File: src/rtl/merge2_rr_arbiter.sv
// Two-input round-robin merge arbiter with a single-entry registered output stage.
// Optional per-input accept counters are enabled with `define MERGE2_GRANT_STATS_EN.
//
// state   | meaning
// EMPTY   | output stage holds nothing, Out_valid=0
// FULL    | output stage holds a flit, Out_valid=1
module merge2_rr_arbiter #(
  parameter int W         = 9,
  parameter bit INIT_LAST = 1'b1
) (
  input  logic         CLK,
  input  logic         RESET,
  input  logic [W-1:0] In0_data,
  input  logic         In0_valid,
  output logic         In0_ready,
  input  logic [W-1:0] In1_data,
  input  logic         In1_valid,
  output logic         In1_ready,
  output logic [W-1:0] Out_data,
  output logic         Out_valid,
  input  logic         Out_ready,
  output logic         Out_src
`ifdef MERGE2_GRANT_STATS_EN
  ,
  input  logic         Cnt_clr,
  output logic [15:0]  Cnt0,
  output logic [15:0]  Cnt1
`endif
);

  localparam logic [0:0] S_EMPTY = 1'b0;
  localparam logic [0:0] S_FULL  = 1'b1;

  logic [0:0]   state_q, state_d;
  logic [W-1:0] data_q, data_d;
  logic         src_q, src_d;
  logic         last_q, last_d;
  logic         free, grant, accept;

  always_comb begin
    free = (state_q == S_EMPTY) || Out_ready;
    if (In0_valid && In1_valid) grant = ~last_q;
    else                        grant = In1_valid;
    // Gating with RESET keeps both readies low while reset is asserted.
    accept  = free && (In0_valid || In1_valid) && !RESET;
    state_d = state_q;
    data_d  = data_q;
    src_d   = src_q;
    last_d  = last_q;
    if (accept) begin
      state_d = S_FULL;
      data_d  = grant ? In1_data : In0_data;
      src_d   = grant;
      last_d  = grant;
    end else if (Out_ready) begin
      state_d = S_EMPTY;
    end
  end

  always_ff @(posedge CLK or posedge RESET) begin
    if (RESET) begin
      state_q <= S_EMPTY;
      data_q  <= '0;
      src_q   <= 1'b0;
      last_q  <= INIT_LAST;
    end else begin
      state_q <= state_d;
      data_q  <= data_d;
      src_q   <= src_d;
      last_q  <= last_d;
    end
  end

  assign In0_ready = accept && !grant;
  assign In1_ready = accept && grant;
  assign Out_data  = data_q;
  assign Out_valid = (state_q == S_FULL);
  assign Out_src   = src_q;

`ifdef MERGE2_GRANT_STATS_EN
  logic [15:0] cnt0_q, cnt0_d, cnt1_q, cnt1_d;

  // Clear has priority over a coinciding accept; counts saturate at all-ones.
  always_comb begin
    cnt0_d = cnt0_q;
    cnt1_d = cnt1_q;
    if (Cnt_clr) begin
      cnt0_d = '0;
      cnt1_d = '0;
    end else if (accept) begin
      if (!grant && cnt0_q != 16'hFFFF) cnt0_d = cnt0_q + 16'd1;
      if (grant  && cnt1_q != 16'hFFFF) cnt1_d = cnt1_q + 16'd1;
    end
  end

  always_ff @(posedge CLK or posedge RESET) begin
    if (RESET) begin
      cnt0_q <= '0;
      cnt1_q <= '0;
    end else begin
      cnt0_q <= cnt0_d;
      cnt1_q <= cnt1_d;
    end
  end

  assign Cnt0 = cnt0_q;
  assign Cnt1 = cnt1_q;
`endif

endmodule

File: config.mk
export PLATFORM = sky130hd
export DESIGN_NAME = merge2_rr_arbiter
export DESIGN_NICKNAME = d
export VERILOG_FILES = /design/src/rtl/merge2_rr_arbiter.sv
export SDC_FILE = /design/constraint.sdc
export NUM_CORES = 1
export LEC_CHECK = 0
export ABC_AREA = 1
export CORE_MARGIN = 2
export CORE_UTILIZATION = 33
export CTS_BUF_LIST = sky130_fd_sc_hd__clkbuf_4 sky130_fd_sc_hd__clkbuf_8 sky130_fd_sc_hd__clkbuf_16
export DETAILED_ROUTE_END_ITERATION = 8
export GPL_TIMING_DRIVEN = 0
export MAX_ROUTING_LAYER = met4
export PLACE_DENSITY = 0.82
export SYNTH_ARGS = -nofsm -noshare
export SYNTH_HDL_FRONTEND = slang
export SYNTH_SLANG_ARGS = --single-unit
File: constraint.sdc
create_clock -name CLK -period 1.3 [get_ports CLK]
set_clock_uncertainty 0.2 [all_clocks]
set_input_delay 0.195 -clock CLK [delete_from_list [all_inputs] [get_ports CLK]]
set_output_delay 0.195 -clock CLK [all_outputs]
set_load 0.005 [all_outputs]
**After elaboration in Yosys (flattened, before gate mapping)**

Index checks and enable logic that the tools add are counted.

- Flip-flop bits (word level): 12
- Input bits: 23
- Output and inout port bits: 13

- Multiplexer cells: 4
- Bitwise gates (word level): 2
- Reduce and logical (&&, ||, !) cells: 10

Operators with widths:

| cell | count |
|---|---|
| $mux W9 | 1 |
| $logic_and A1 B1 Y1 | 5 |
| $mux W1 | 3 |
| $logic_not A1 Y1 | 2 |
| $logic_or A1 B1 Y1 | 2 |
| $not A1 Y1 | 2 |
| $reduce_bool A2 Y1 | 1 |

**Logic depth before layout (Yosys ltp)**

- Depth in word-level cells: 5
- Mapped depth: 6
- Depth with buffers taken out: 6

**Worst setup path after synthesis**

Ideal clock, no wire load.

- Kind: register -> output
- Start: register last_q
- End: output In0_ready
- Data arrival time: 0.867 ns
- Setup slack: 0.038 ns
- Cell stages (with the launch flop): 4
- Path buffers: 1
- Path through: dfstp_2 nand2_1 buf_4 a21oi_2

- Word-level cells in the longest chain between the ends: 4

RTL lines:

| what | line | text |
|---|---|---|
| start: declaration | 37 | `logic last_q, last_d;` |
| start signal: assignment | 70 | `last_q <= last_d;` |
| $not A1 Y1 | 42 | `if (In0_valid && In1_valid) grant = ~last_q;` |
| $mux W1 | 42 |  |
| $logic_not A1 Y1 | 74 | `assign In0_ready = accept && !grant;` |
| $logic_and A1 B1 Y1 | 74 |  |
| end: declaration | 15 | `output logic In0_ready,` |

Every way passes these cells.

**Worst setup path after layout**

Ends and elaborated chain as after synthesis.

==> reports/summary.txt <==
status: finished with violations
violated checks: setup timing
critical path's slowest cell: dfstp_2
register area share after synthesis: 0.478
#FFs+latches synth: 12
Net count, final: 167
worst slew pin tran: 0.237 ns
final-report setup violation count: 12
Clock Latency Late Sink: 0.28 ns
Num CTS Buffers: 3
min-delay worst type: in2async
IO Pins: 36
final worst-path cycle share: 1.26
Post-Syn Area: 631 µm²
placed cells: 147
critical path's largest stage delay: 0.56 ns
delay-heaviest family, CP: flip-flops
vias in the first global route: 692
Pwr Density: 1050 mW/mm²
WP data arrival: 1.24 ns
critical-path cell list: nand2_4 > buf_6 > a21oi_2 > buf_2
via count: 756
Final Hold Viols: 0
commonest non-fill, non-tap cell in the layout: nand2_1
IO Port Bufs: 35
Die X: 47.7 µm
row count: 15
clock buffer depth: 2
largest net degree at the start of global routing: 11
Leak: 0.000645 µW
clk root buf: clkbuf_4
CP Class: reg2out
# diodes: 0
CTS H-tree depth: 1
relative slew slack: 0.842
RSZ-0062 raised after global routing: true
global route overflow: 0
Buf/Inv on CP: 2
Worst-path clk slew: 0.08 ns
WL per Instance: 12.3 µm
first-pass GRT wire length: 2910 µm
drt drc: 0
setup ws final: -0.334 ns
Avg Vias per Cell: 4.50
Mapped Nets: 110
Routed Antenna Nets: 0
final cell count without fillers: 168
final WL: 2060 µm
max_cap viols: 0
area delta synth->final: 93.7%
Critical Path End Type: output pin
Die Ht: 47.7 µm
mean post-synth cell area: 7.25 µm²
gr usage total: 0.198
Core Footprint: 0.00176 mm²
worst vdd ir: 0.612 mV
Core Util, Final: 0.692
crit start category: register
drt initial violations: 16
most frequent cells in the layout: 49 x nand2_1, 19 x clkdlybuf4s50_1, 14 x buf_4, 11 x dfrtp_1
count of distinct cell types in the synthesized netlist: 13
fmax: 0.612 GHz
fillers: 146
# clock sinks: 12
layout cell share with drive strength beyond 1: 0.287
DRT Pass-1 Iters: 4
Die ar.: 0.00228 mm²
post-layout min period: 1.63 ns
Gate Count Post-Synth: 87
TritonCTS clock tree: built
Ys Warns: 0
Final Max Slew Viols: 0
Data required, critical path: 0.90 ns
gpl congestion: 0.756
worst-path maximum fanout: 2
initial antenna violation count: 0
initial core utilization: 0.357
## Yosys cell counts (all sizes together)
cell	instances	share of area
dfstp	1	0.042
inv	4	0.024
buf	3	0.042
dfrtp	11	0.44
nand3	10	0.087
nor2	3	0.026
nand2	54	0.33
a21oi	1	0.014
## repair_timing
action	in CTS	in global routing
gates resized for setup	45	8
hold buffers	0	0
endpoints found under the setup margin	24	17
pin swaps	8	6
buffers inserted	11	5
gates cloned	1	0
## power breakdown
group / total (µW) / internal [µW] / leakage (µW) / switching [µW]
clock network: 309 / 171 / 0.0000210 / 138
registers: 485 / 446 / 0.000147 / 39.4
logic: 490 / 288 / 0.000477 / 202
## layer usage
metal  wire [µm]  part of all wire  track usage
met1         838              0.41        0.202
met4          23             0.011        0.103
met2        1010              0.49        0.352
met3         183             0.089       0.0415
met5           0                 0            -
## worst min-delay path, stage by stage
cell and delay (ns):
clkdlybuf4s50_1 0.45, inv_4 0.11, buf_4 0.13
## flip-flops by register name, indices dropped and copies added (netlist names)
signal     cells
Out_src        1
Out_data       9
last_q         1
Out_valid      1
## stage by stage
stage	power [µW]	setup slack, ns	setup TNS (ns)	cell area, µm²	hold WS (ns)
after global placement	868	-0.885	-6.15	1010	0.252
after CTS	1230	-0.329	-2.24	1170	0.0644
after floorplan	642	0.0382	0	631	-0.194
final	1280	-0.334	-2.49	1220	0.0705
after global routing	1350	-0.386	-3.02	1220	0.0862
after detailed placement	878	-0.914	-6.58	1010	0.258
## logic make-up (layout without fill, tap and decap cells)
group,count (synthesis),count (layout),share of synthesized area
simple gates,67,67,0.442
buf+inv,7,63,0.0655
compound gates,1,1,0.0139
flops,12,12,0.478
## final timing paths
check                                 start          end  slack [ns]  depth (start not counted)
worst min register to register  Out_data[2]  Out_data[2]        0.28                          2
worst min-delay path                  RESET      Out_src        0.07                          3
worst max-delay path                 last_q    In0_ready       -0.33                          4
max in group asynchronous             RESET       last_q        0.64                          3
min in group CLK                Out_data[2]  Out_data[2]        0.28                          2
worst max register to register       last_q  Out_data[7]       -0.23                          8
## final cells by class
| class | instances | area (µm²) | area share |
|---|---|---|---|
| Buffer | 3 | 30.0 | 0.0246 |
| Timing Repair Buffer | 52 | 479 | 0.392 |
| Inverter | 4 | 17.5 | 0.0143 |
| Tap cell | 25 | 31.3 | 0.0256 |
| Sequential cell | 12 | 302 | 0.247 |
| Multi-Input combinational cell | 68 | 325 | 0.266 |
| Clock buffer | 4 | 36.3 | 0.0297 |
Note: power is estimated with default switching activity, not from simulation.
